File: src/rtl/sram_arbiter.sv
// Three-port SRAM arbiter: video reads, CPU reads/writes and DMA writes share one
// asynchronous SRAM through a registered 3-cycle read / 4-cycle write sequence.
module sram_arbiter #(
    parameter logic [4:0] BANK_NORMAL = 5'd5,
    parameter logic [4:0] BANK_SHADOW = 5'd7,
    parameter logic [2:0] DMA_MAX     = 3'd4
) (
    input  logic        clk,
    input  logic        rst_n,
    input  logic        vid_req,
    input  logic [13:0] vid_addr,
    input  logic        vid_page,
    output logic        vid_ack,
    output logic [7:0]  vid_data,
    input  logic        cpu_req,
    input  logic        cpu_we,
    input  logic [18:0] cpu_addr,
    input  logic [7:0]  cpu_din,
    output logic        cpu_ack,
    output logic [7:0]  cpu_dout,
    input  logic        dma_req,
    input  logic [18:0] dma_addr,
    input  logic [7:0]  dma_din,
    output logic        dma_ack,
    output logic [18:0] sram_addr,
    output logic [7:0]  sram_data_o,
    output logic        sram_data_oe,
    input  logic [7:0]  sram_data_i,
    output logic        sram_we_n
);

    typedef enum logic [2:0] {
        S_IDLE = 3'd0,
        S_RD1  = 3'd1,
        S_RD2  = 3'd2,
        S_WR1  = 3'd3,
        S_WR2  = 3'd4,
        S_WR3  = 3'd5
    } state_t;

    typedef enum logic [1:0] {
        P_NONE = 2'd0,
        P_VID  = 2'd1,
        P_CPU  = 2'd2,
        P_DMA  = 2'd3
    } port_t;

    state_t      state_q, state_d;
    port_t       port_q, port_d;
    port_t       grant_s;
    logic [18:0] addr_q, addr_d;
    logic [7:0]  wdata_q, wdata_d;
    logic        oe_q, oe_d;
    logic        we_n_q, we_n_d;
    logic        vid_ack_q, vid_ack_d;
    logic        cpu_ack_q, cpu_ack_d;
    logic        dma_ack_q, dma_ack_d;
    logic [7:0]  vid_data_q, vid_data_d;
    logic [7:0]  cpu_dout_q, cpu_dout_d;
    logic [2:0]  starve_q, starve_d;

    logic        vid_req_m_s;
    logic        cpu_req_m_s;
    logic        dma_req_m_s;
    logic        dma_over_s;
    logic        cpu_hold_s;
    logic        done_s;
    logic [4:0]  bank_s;

    assign vid_req_m_s = vid_req & ~vid_ack_q;
    assign cpu_req_m_s = cpu_req & ~cpu_ack_q;
    assign dma_req_m_s = dma_req & ~dma_ack_q;
    assign dma_over_s  = dma_req_m_s & (starve_q == DMA_MAX);
    // A CPU still holding req in its own ack cycle keeps its turn, so DMA does not
    // slip in through the mask and bypass the starvation counter.
    assign cpu_hold_s  = cpu_ack_q & cpu_req;
    assign done_s      = (state_q == S_RD2) || (state_q == S_WR3);
    assign bank_s      = vid_page ? BANK_SHADOW : BANK_NORMAL;

    // Grant decision, taken only while idle
    always_comb begin
        grant_s = P_NONE;
        if (state_q == S_IDLE) begin
            if (vid_req_m_s) begin
                grant_s = P_VID;
            end else if (dma_over_s) begin
                grant_s = P_DMA;
            end else if (cpu_req_m_s) begin
                grant_s = P_CPU;
            end else if (dma_req_m_s && !cpu_hold_s) begin
                grant_s = P_DMA;
            end else begin
                grant_s = P_NONE;
            end
        end else begin
            grant_s = P_NONE;
        end
    end

    // Access sequencer next state
    always_comb begin
        state_d = state_q;
        case (state_q)
            S_IDLE: begin
                case (grant_s)
                    P_VID:   state_d = S_RD1;
                    P_CPU:   state_d = cpu_we ? S_WR1 : S_RD1;
                    P_DMA:   state_d = S_WR1;
                    default: state_d = S_IDLE;
                endcase
            end
            S_RD1:   state_d = S_RD2;
            S_RD2:   state_d = S_IDLE;
            S_WR1:   state_d = S_WR2;
            S_WR2:   state_d = S_WR3;
            S_WR3:   state_d = S_IDLE;
            default: state_d = S_IDLE;
        endcase
    end

    // Datapath, strobes, acks, read capture and starvation counter next values
    always_comb begin
        addr_d     = addr_q;
        wdata_d    = wdata_q;
        port_d     = port_q;
        vid_data_d = vid_data_q;
        cpu_dout_d = cpu_dout_q;
        starve_d   = starve_q;

        case (grant_s)
            P_VID: begin
                addr_d = {bank_s, vid_addr};
                port_d = P_VID;
            end
            P_CPU: begin
                addr_d  = cpu_addr;
                wdata_d = cpu_din;
                port_d  = P_CPU;
            end
            P_DMA: begin
                addr_d  = dma_addr;
                wdata_d = dma_din;
                port_d  = P_DMA;
            end
            default: port_d = port_q;
        endcase

        oe_d      = (state_d == S_WR1) || (state_d == S_WR2) || (state_d == S_WR3);
        we_n_d    = (state_d != S_WR2);
        vid_ack_d = done_s && (port_q == P_VID);
        cpu_ack_d = done_s && (port_q == P_CPU);
        dma_ack_d = done_s && (port_q == P_DMA);

        if ((state_q == S_RD2) && (port_q == P_VID)) begin
            vid_data_d = sram_data_i;
        end else if ((state_q == S_RD2) && (port_q == P_CPU)) begin
            cpu_dout_d = sram_data_i;
        end else begin
            vid_data_d = vid_data_q;
            cpu_dout_d = cpu_dout_q;
        end

        if (!dma_req) begin
            starve_d = 3'd0;
        end else if (grant_s == P_DMA) begin
            starve_d = 3'd0;
        end else if ((grant_s == P_CPU) && (starve_q < DMA_MAX)) begin
            starve_d = starve_q + 3'd1;
        end else begin
            starve_d = starve_q;
        end
    end

    // State and output registers; reset drops the write strobe and bus drive at once
    always_ff @(posedge clk or negedge rst_n) begin
        if (!rst_n) begin
            state_q    <= S_IDLE;
            port_q     <= P_NONE;
            addr_q     <= 19'd0;
            wdata_q    <= 8'd0;
            oe_q       <= 1'b0;
            we_n_q     <= 1'b1;
            vid_ack_q  <= 1'b0;
            cpu_ack_q  <= 1'b0;
            dma_ack_q  <= 1'b0;
            vid_data_q <= 8'd0;
            cpu_dout_q <= 8'd0;
            starve_q   <= 3'd0;
        end else begin
            state_q    <= state_d;
            port_q     <= port_d;
            addr_q     <= addr_d;
            wdata_q    <= wdata_d;
            oe_q       <= oe_d;
            we_n_q     <= we_n_d;
            vid_ack_q  <= vid_ack_d;
            cpu_ack_q  <= cpu_ack_d;
            dma_ack_q  <= dma_ack_d;
            vid_data_q <= vid_data_d;
            cpu_dout_q <= cpu_dout_d;
            starve_q   <= starve_d;
        end
    end

    assign sram_addr    = addr_q;
    assign sram_data_o  = wdata_q;
    assign sram_data_oe = oe_q;
    assign sram_we_n    = we_n_q;
    assign vid_ack      = vid_ack_q;
    assign cpu_ack      = cpu_ack_q;
    assign dma_ack      = dma_ack_q;
    assign vid_data     = vid_data_q;
    assign cpu_dout     = cpu_dout_q;

endmodule

File: config.mk
export PLATFORM = sky130hd
export DESIGN_NAME = sram_arbiter
export DESIGN_NICKNAME = d
export VERILOG_FILES = /design/src/rtl/sram_arbiter.sv
export SDC_FILE = /design/constraint.sdc
export NUM_CORES = 1
export LEC_CHECK = 0
export BUFFER_PORTS_ARGS = -buffer_cell sky130_fd_sc_hd__buf_2
export CORE_MARGIN = 4
export CORE_UTILIZATION = 35
export DETAILED_ROUTE_END_ITERATION = 10
export PLACE_DENSITY = 0.64
export SKIP_LAST_GASP = 1
export SLEW_MARGIN = 20
export SYNTH_ARGS = -nofsm -noshare
export SYNTH_HDL_FRONTEND = slang
export SYNTH_SLANG_ARGS = --single-unit
File: constraint.sdc
create_clock -name clk -period 1.65 [get_ports clk]
set_clock_uncertainty 0.15 [all_clocks]
set_input_delay 0.33 -clock clk [delete_from_list [all_inputs] [get_ports clk]]
set_output_delay 0.33 -clock clk [all_outputs]
set_load 0.005 [all_outputs]
==> results of run 1 <==
[power breakdown]
part | total (µW) | internal [µW] | switching (µW)
logic | 3440 | 2000 | 1450
registers | 2390 | 1990 | 396
clock network | 951 | 497 | 454
[final cells by class]
cell class              count  area (µm²)
clock buffers               6        82.6
fillers                   660        3210
clock inverters             2        38.8
flip-flops and latches     56        1400
inverters                   6        22.5
multi-input cells         141        1340
repair buffers            173        1070
well taps                  99         124
[cells in the final DEF (no fill, tap or decap), types with 2 or more instances in the layout]
cell type / netlist / final
a21o_1: 2 / 2
a21oi_1: 19 / 18
a2bb2oi_2: 8 / 25
a31oi_1: 3 / 2
buf_12: 0 / 4
buf_2: 9 / 130
buf_4: 0 / 27
buf_6: 1 / 10
clkbuf_8: 0 / 6
dfrtp_1: 55 / 55
inv_1: 6 / 4
inv_2: 0 / 2
mux2_2: 16 / 16
nand2_1: 8 / 8
nand2b_1: 5 / 5
nand3b_1: 3 / 3
nand4_1: 2 / 2
nor2_1: 5 / 4
nor2b_1: 3 / 3
nor3b_1: 6 / 4
o211ai_1: 2 / 2
o21ai_0: 5 / 4
o221ai_1: 15 / 10
o221ai_2: 0 / 5
o22ai_1: 10 / 9
[cells in the mapped netlist, types with 4 or more instances]
cell	number	area, µm²
inv_1	6	22.5
nand2b_1	5	31.3
o22ai_1	10	62.6
o221ai_1	15	131
mux2_2	16	180
nor2_1	5	18.8
nor3b_1	6	45.0
buf_2	9	45.0
clkbuf_1	4	15.0
a2bb2oi_1	17	149
dfrtp_1	55	1380
o21ai_0	5	25.0
a21oi_1	19	95.1
nand2_1	8	30.0
a2bb2oi_2	8	120
[through the flow]
stage / TNS [ns] / util, % / hold slack, ns / instances / area, µm²
final: -1.64 / 56.0 / 0.102 / 483 / 4080
after global routing: -3.59 / 56.0 / 0.0862 / 483 / 4080
after CTS: -2.08 / 53.0 / 0.0930 / 476 / 3860
after detailed placement: -3.42 / 49.4 / 0.211 / 464 / 3600
after global placement: -2.23 / 49.4 / 0.204 / 464 / 3600
after floorplan: -3.05 / - / -0.116 / 219 / 2640
[flip-flops by register name, summed over array words and instances (netlist names)]
register      cells
starve_q          3
port_q            2
sram_data_oe      1
sram_addr        19
sram_data_o       8
cpu_ack           1
vid_data          8
sram_we_n         1
vid_ack           1
state_q           3
dma_ack           1
cpu_dout          8
[routing by layer]
metal | part of all wire [%] | global-route usage [%] | vias up
met3 | 8.3 | 4.94 | 11
met4 | 1.0 | 4.81 | 4
met5 | 0.18 | 0 | -
li1 | - | - | 1165
met1 | 42 | 22.7 | 1164
met2 | 49 | 27.2 | 81
[cell families after synthesis]
| family | Yosys count | share of synthesized area, % |
|---|---|---|
| AOI/OAI and AO/OA | 87 | 26.7 |
| adders and majority gates | 2 | 0.949 |
| buffers and inverters | 22 | 4.27 |
| DFF | 56 | 53.2 |
| muxes | 16 | 6.83 |
| and+or+nand+nor | 36 | 8.11 |
[critical path, cell delays in order, from the launching register on]
cell and delay, ns:
dfrtp_1 0.40, inv_2 0.08, ha_4 0.14, a21boi_4 0.06, or2_4 0.28, a31oi_4 0.24
buf_6 0.17, a2bb2oi_2 0.15
[worst paths after layout]
path	startpoint	end	slack, ns	cells past startpoint
hold reg to reg	cpu_dout[7]$_DFFE_PN0P_	cpu_dout[7]$_DFFE_PN0P_	0.36	1
max in group asynchronous	rst_n	sram_we_n$_DFF_PN1_	0.68	3
setup reg to reg	starve_q[0]$_DFFE_PN0P_	sram_addr[1]$_DFFE_PN0P_	-0.09	7
min in group asynchronous	rst_n	sram_addr[3]$_DFFE_PN0P_	0.38	3
hold / removal	sram_data_i[3]	cpu_dout[3]$_DFFE_PN0P_	0.10	2
setup / recovery	starve_q[0]$_DFFE_PN0P_	sram_addr[1]$_DFFE_PN0P_	-0.09	7
[timing repair]
item | 4_1_cts | 5_1_grt
gates cloned | 1 | 0
pin swaps | 5 | 6
hold buffers | 1 | 0
buffers inserted | 2 | 7
resized for setup | 21 | 31
endpoints found under the setup margin | 50 | 50
hold endpoints to repair | 55 | 0
==> qor.yml, run 1 <==
setup_path:
  cp-start-kind: "flop"
  crit_path_end_kind: "flop"
  arrival_ns: 1.83
  critPathKind: "reg2reg"
  worstPathRequired_ns: 1.73
  crit_path_max_fanout: 5
outcome:
  status: "finished with violations"
  violations: "negative setup slack"
die:
  die_h_um: 94.8
  io_pins: 131
  core_area_mm2: 0.00729
  die_w_um: 94.8
  num_rows: 31
  dieArea_mm2: 0.00899
  start_util_pct: 36.2
timing:
  max_slew_margin_pct: 75.8
  min_period_ns: 1.74
  setup_ws_ns: -0.0926
  hold_viol_final: 0
  final-max-slew-violation-count: 0
  max_freq_mhz: 574
  worst_pin_slew_ns: 0.362
  fin_crit_sh_pct: 106
  grt_setup_unrepaired: "yes"
  finalSetupViolCount: 29
clock_network:
  clk_latency_ns: 0.31
  cts_tree: "built"
  cts.sinks: 56
  cts_root_buf: "clkbuf_8"
  clk_path_buf_depth: 2
  cts-buffers-inserted: 5
  clkSlewWorstSetupHoldPaths_ns: 0.10
  cts_htree_levels: 2
layout:
  area.growth.synth_to_final_pct: 54.7
  drive_gt1_share_pct: 63.5
  fin_nets: 468
  diodes: 0
placement:
  hpwlAfterDp_um: 5430
  place.gp.congestion: 0.821
  pre_cts_slack_ns: -0.131
  io_buffers: 130
power_and_ir_drop:
  leakagePower_uw: 0.00188
  p_per_area_mw_per_mm2: 1660
  finalPower_uw: 6790
  vdd_drop_max_mv: 0.754
routing:
  wl_per_cell_um: 15.8
  antenna_left: 0
  drc_errors: 0
  via_per_inst: 5.02
  drtIter0Drc: 77
  vias: 2425
  finalWirelength_um: 7640
  first_pass_iters: 4
yosys:
  ys_ff_latch: 56
  synth_edf_count: 0
  yosys_warnings: 0
  avgSynthCellArea_um2: 12.0
  synthesis.area_mm2: 0.00264
  seq_area_frac_synth_pct: 53.2
  ys.flop_type: "dfrtp_1"
  syn_inst: 219
  synthArstFlopShare_pct: 100
  syn_nets: 304
  ys_types: 36
grt:
  grt_start_max_net_pins: 57
  antenna_found_initial: 2
  first_global_vias: 2555
  grtUsageTotal_pct: 17.1
  grt-ovfl-total: 0
  grt_pass1_wl_um: 12100
flow_run:
  cap_violations: 0
hold_path:
  hold_path_class: "in2reg"
Power figures use the tool's default switching activity.
==> run 2: changes to the inputs <==
--- a/config.mk
+++ b/config.mk
@@ -9,6 +9,7 @@
 export CORE_MARGIN = 4
 export CORE_UTILIZATION = 35
 export DETAILED_ROUTE_END_ITERATION = 10
+export GPL_TIMING_DRIVEN = 0
 export PLACE_DENSITY = 0.64
 export SKIP_LAST_GASP = 1
 export SLEW_MARGIN = 20
==> run 2 against run 1 <==
Net effect:
- the flow still finishes with violations (negative setup slack)
- critical path depth rose by 2
- clock power fell by 4.6%
- global-route usage fell by 0.96 points
- clock-buffer cell count fell by 1
- fmax fell by 6.1%
- flip-flop and latch count did not move
- die area did not move
- core utilization fell by 2.3 points
- via count fell by 1.4%
- total power fell by 2.3%
- worst setup slack got worse by 0.11 ns
- critical endpoint is now sram_addr[2]$_DFFE_PN0P_
==> qor.yml, run 2 (synthesis results as in run 1) <==
timing:
  max_freq_mhz: 539
  finalSetupViolCount: 33
  finalSetupTns_ns: -5.03
  final-max-slew-violation-count: 0
  max_slew_margin_pct: 52.3
  holdWs_ns: 0.105
  worst_pin_slew_ns: 0.715
  hold_viol_final: 0
  fin_crit_sh_pct: 113
  setup_ws_ns: -0.207
  grt_setup_unrepaired: "yes"
  min_period_ns: 1.86
grt:
  antenna_found_initial: 1
  first_global_vias: 2357
  grtUsageTotal_pct: 16.1
  grt-ovfl-total: 0
  grt_start_max_net_pins: 57
  grt_pass1_wl_um: 11300
die:
  die_w_um: 94.8
  start_util_pct: 36.2
  num_rows: 31
  io_pins: 131
  dieArea_mm2: 0.00899
  core_area_mm2: 0.00729
  die_h_um: 94.8
setup_path:
  arrival_ns: 1.95
  cp_common_cell: "buf_6"
  cp-startpoint: "starve_q[0]$_DFFE_PN0P_"
  timing.rr.start: "starve_q[0]$_DFFE_PN0P_"
  critPathKind: "reg2reg"
  ff2ff_path_depth: 9
  cp-endpoint: "sram_addr[2]$_DFFE_PN0P_"
  max_stage_delay_ns: 0.41
  crit_path_max_fanout: 7
  cp-start-kind: "flop"
  r2r_slack_ns: -0.21
  critical-path-slowest-cell: "dfrtp_1"
  worstPathCellList: "inv_2, ha_4, a21boi_4, or2_1, buf_6, a31oi_4, buf_6, buf_12, a2bb2oi_2"
  r2r-end: "sram_addr[2]$_DFFE_PN0P_"
  crit_path_end_kind: "flop"
  worstPathRequired_ns: 1.74
placement:
  place.gp.congestion: 0.771
  io_buffers: 130
  hpwlAfterDp_um: 5360
  place_inst: 448
routing:
  via_per_inst: 5.04
  first_pass_iters: 4
  finalWirelength_um: 7660
  antenna_left: 0
  drc_errors: 0
  drtIter0Drc: 124
  wl_per_cell_um: 16.2
  vias: 2391
layout:
  fin_nets: 459
  diodes: 0
  largest_reg_flops: 19
  layout_commonest_cell: "buf_2"
  area.growth.synth_to_final_pct: 48.3
  drive_gt1_share_pct: 60.3
  utilization_pct: 53.6
  final_cell_mix: "buf_2 (135), dfrtp_1 (54), a2bb2oi_2 (20)"
  final_cells: 474
clock_network:
  clk_path_buf_depth: 2
  cts-buffers-inserted: 5
  cts_htree_levels: 2
  clk_latency_ns: 0.31
  cts_tree: "built"
  cts.sinks: 56
  clkSlewWorstSetupHoldPaths_ns: 0.10
  cts_root_buf: "clkbuf_8"
power_and_ir_drop:
  vdd_drop_max_mv: 0.729
  finalPower_uw: 6630
  leakagePower_uw: 0.00180
  p_per_area_mw_per_mm2: 1700
outcome:
  violations: "negative setup slack"
  status: "finished with violations"
hold_path:
  hold_path_class: "in2reg"
flow_run:
  cap_violations: 0
## run 2: power by group
part           switching, µW  leakage, µW  internal [µW]
sequential               388     0.000655           1990
clock                    457    0.0000541            450
combinational           1400      0.00109           1940
total                   2240      0.00180           4390
## run 2: what timing repair did
action                                  in CTS  in global routing
setup buffers                               12                  5
gates resized for setup                     27                 16
gates cloned                                 1                  0
hold buffers                                 1                  0
endpoints found under the hold margin       55                  0
pin swaps                                    7                  1
endpoints found under the setup margin      51                 50
## run 2: worst min-delay path by stage
stage | startpoint | to | cells past startpoint
final | sram_data_i[3] | vid_data[3]$_DFFE_PN0P_ | 2
after global routing | sram_data_i[7] | cpu_dout[7]$_DFFE_PN0P_ | 2
after CTS | sram_data_i[6] | vid_data[6]$_DFFE_PN0P_ | 2
after detailed placement | rst_n | sram_addr[0]$_DFFE_PN0P_ | 1
after global placement | cpu_dout[0]$_DFFE_PN0P_ | cpu_dout[0]$_DFFE_PN0P_ | 1
after floorplan | rst_n | cpu_ack$_DFF_PN0_ | 0
## run 2: per-layer routing
metal	vias up	global-route usage [%]	part of all wire [%]
met4	2	5.05	1.0
met1	1155	21.3	44
met5	-	0	0.091
li1	1146	-	-
met3	10	4.06	7.8
met2	78	26.1	47
## run 2: cell type report
type | instances | area [µm²]
Buffer | 15 | 103
Inverter | 6 | 22.5
Timing Repair Buffer | 149 | 867
Fill cell | 664 | 3380
Clock inverter | 3 | 42.5
Tap cell | 99 | 124
Clock buffer | 5 | 68.8
Sequential cell | 56 | 1400
Multi-Input combinational cell | 141 | 1280
## run 2: critical path: cells and delay by family, from the launching register on
kind	cells	cell delay, ns
compound gates	3	0.39
fa+ha+maj	1	0.14
flops	1	0.41
buf+inv	4	0.47
simple gates	1	0.23
## run 2: stage by stage
step	setup WS (ns)	instance area, µm²
after floorplan	-0.156	2640
after global placement	-0.533	3410
after detailed placement	-0.586	3420
after CTS	-0.181	3790
after global routing	-0.265	3910
final	-0.207	3910
==> run 3: changes to the inputs <==
--- a/config.mk
+++ b/config.mk
@@ -8,6 +8,7 @@
 export BUFFER_PORTS_ARGS = -buffer_cell sky130_fd_sc_hd__buf_2
 export CORE_MARGIN = 4
 export CORE_UTILIZATION = 35
+export CTS_BUF_LIST = sky130_fd_sc_hd__clkbuf_16
 export DETAILED_ROUTE_END_ITERATION = 10
 export GPL_TIMING_DRIVEN = 0
 export PLACE_DENSITY = 0.64
==> run 3 against run 2 <==
Net effect:
- cell area grew 0.83%
- the run still ends with negative setup slack left
- die area is the same
- worst setup slack better by 0.0053 ns
- via count rose by 1.2%
- global-route usage grew 0.15 points
- combinational power decreased by 2%
- largest power group unchanged
==> qor.yml, run 3 (synthesis results as in run 1) <==
layout:
  multi_input_area_mm2: 0.00127
  drive_gt1_share_pct: 59.6
  diodes: 0
  layout_commonest_cell: "buf_2"
  area.growth.synth_to_final_pct: 49.5
  final_cell_mix: "buf_2 (133), dfrtp_1 (54), buf_4 (22)"
  final_cells: 475
  largest_reg_flops: 19
  n_fill_cell: 669
  seqCellArea_mm2: 0.00140
  fin_nets: 460
clock_network:
  cts.sinks: 56
  cts_tree: "built"
  cts_htree_levels: 2
  clk_latency_ns: 0.29
  clk_path_buf_depth: 2
  cts-buffers-inserted: 5
  cts_root_buf: "clkbuf_16"
  clkSlewWorstSetupHoldPaths_ns: 0.07
die:
  dieArea_mm2: 0.00899
  die_w_um: 94.8
  num_rows: 31
  start_util_pct: 36.2
  io_pins: 131
  core_area_mm2: 0.00729
  die_h_um: 94.8
routing:
  first_pass_iters: 4
  drtIter0Drc: 100
  via_per_inst: 5.09
  antenna_left: 0
  wl_per_cell_um: 16.2
  vias: 2419
  drc_errors: 0
  finalWirelength_um: 7700
timing:
  worst_pin_slew_ns: 0.712
  finalSetupViolCount: 33
  finalSetupTns_ns: -4.29
  max_freq_mhz: 540
  final-max-slew-violation-count: 0
  fin_crit_sh_pct: 112
  hold_viol_final: 0
  setup_ws_ns: -0.201
  grt_setup_unrepaired: "yes"
  max_slew_margin_pct: 52.5
  min_period_ns: 1.85
setup_path:
  critical-path-slowest-cell: "dfrtp_1"
  worstPathRequired_ns: 1.72
  r2r-end: "sram_addr[15]$_DFFE_PN0P_"
  worstPathCellList: "inv_2, ha_4, a21boi_4, or2_1, buf_6, a31oi_4, buf_12, buf_8, a2bb2oi_2"
  arrival_ns: 1.92
  critPathKind: "reg2reg"
  cp-start-kind: "flop"
  crit_path_max_fanout: 7
  ff2ff_path_depth: 9
  crit_path_end_kind: "flop"
  timing.rr.start: "starve_q[0]$_DFFE_PN0P_"
  max_stage_delay_ns: 0.39
  r2r_slack_ns: -0.20
placement:
  place.gp.congestion: 0.771
  place_inst: 448
  io_buffers: 130
  hpwlAfterDp_um: 5360
grt:
  first_global_vias: 2386
  grt_pass1_wl_um: 11400
  grt_start_max_net_pins: 57
  grt-ovfl-total: 0
  antenna_found_initial: 1
  grtUsageTotal_pct: 16.3
hold_path:
  hold_path_class: "in2reg"
  hold_path.startpoint: "sram_data_i[0]"
  min_delay_path_depth: 2
  hold_end: "vid_data[0]$_DFFE_PN0P_"
power_and_ir_drop:
  swShare_pct: 33.0
  p_seq_share_pct: 34.7
  vdd_drop_max_mv: 0.758
  p_comb_share_pct: 47.8
  p_per_area_mw_per_mm2: 1740
  p_int_uw: 4600
  clockPowerShare_pct: 17.4
  netSwitchingPower_uw: 2260
  leakagePower_uw: 0.00182
flow_run:
  cap_violations: 0
outcome:
  status: "finished with violations"
  violations: "negative setup slack"
run 3: cell count changes in the layout (fill, tap and decap cells not counted), moves of 2 or more:
cell,change
buf_4,+6
clkbuf_8,-5
clkbuf_16,+5
a2bb2oi_1,+4
o22ai_2,-2
o221ai_2,+2
buf_2,-2
buf_12,-2
o221ai_1,-2
a2bb2oi_2,-4
run 3: metal layers:
layer  vias to the layer above  GRT usage [%]  part of all wire, %
met5                         -              0                0.091
met4                         2           4.33                 0.91
met3                         9           3.98                  8.1
met2                        90           26.7                   48
met1                      1169           21.6                   42
li1                       1149              -                    -
run 3: repair_timing:
action	CTS	global route
endpoints found under the hold margin	55	0
hold buffers	1	0
gates cloned	1	0
endpoints found under the setup margin	51	50
pin swaps	7	0
gates resized for setup	30	13
setup buffers	14	5
run 3: power groups by stage:
stage | sequential (µW) | clock, µW | combinational, µW
final | 2380 | 1190 | 3280
after global routing | 2460 | 1280 | 3560
after CTS | 2370 | 1230 | 3140
after detailed placement | 2380 | 0 | 2660
after global placement | 2370 | 0 | 2620
after floorplan | 2400 | 0 | 1600
run 3: worst max path at each step:
stage | startpoint | to | slack (ns)
CTS | starve_q[1]$_DFFE_PN0P_ | sram_addr[15]$_DFFE_PN0P_ | -0.19
finish | starve_q[0]$_DFFE_PN0P_ | sram_addr[15]$_DFFE_PN0P_ | -0.20
detailed placement | starve_q[0]$_DFFE_PN0P_ | sram_addr[15]$_DFFE_PN0P_ | -0.59
global route | starve_q[0]$_DFFE_PN0P_ | sram_addr[15]$_DFFE_PN0P_ | -0.27
floorplan | starve_q[0]$_DFFE_PN0P_ | state_q[0]$_DFF_PN0_ | -0.16
global placement | starve_q[0]$_DFFE_PN0P_ | sram_addr[15]$_DFFE_PN0P_ | -0.53
run 3: layout make-up:
cell class                      instances  share of cell area (%)
Tap cell                               99                    3.14
Inverter                                6                   0.571
Clock inverter                          3                    1.08
Timing Repair Buffer                  150                    21.4
Clock buffer                            5                    3.17
Sequential cell                        56                    35.6
Buffer                                 15                    2.92
Multi-Input combinational cell        141                    32.2
run 3: worst max-delay path, delay by kind of cell, from the launching register on:
family / cells / cell delay (ns)
compound gates: 3 / 0.40
flops: 1 / 0.39
simple gates: 1 / 0.22
buf+inv: 4 / 0.48
fa+ha+maj: 1 / 0.14
run 3: metrics by stage:
stage                     instance area (µm²)  utilization [%]  hold WS (ns)  setup slack [ns]  total power (µW)
final                                    3940             54.1         0.131            -0.201              6860
after global routing                     3940             54.1         0.132            -0.271              7300
after CTS                                3850             52.8         0.125            -0.191              6750
after detailed placement                 3420             46.9         0.293            -0.586              5040
after global placement                   3410             46.8         0.335            -0.533              4980
after floorplan                          2640                -        -0.116            -0.156              4000
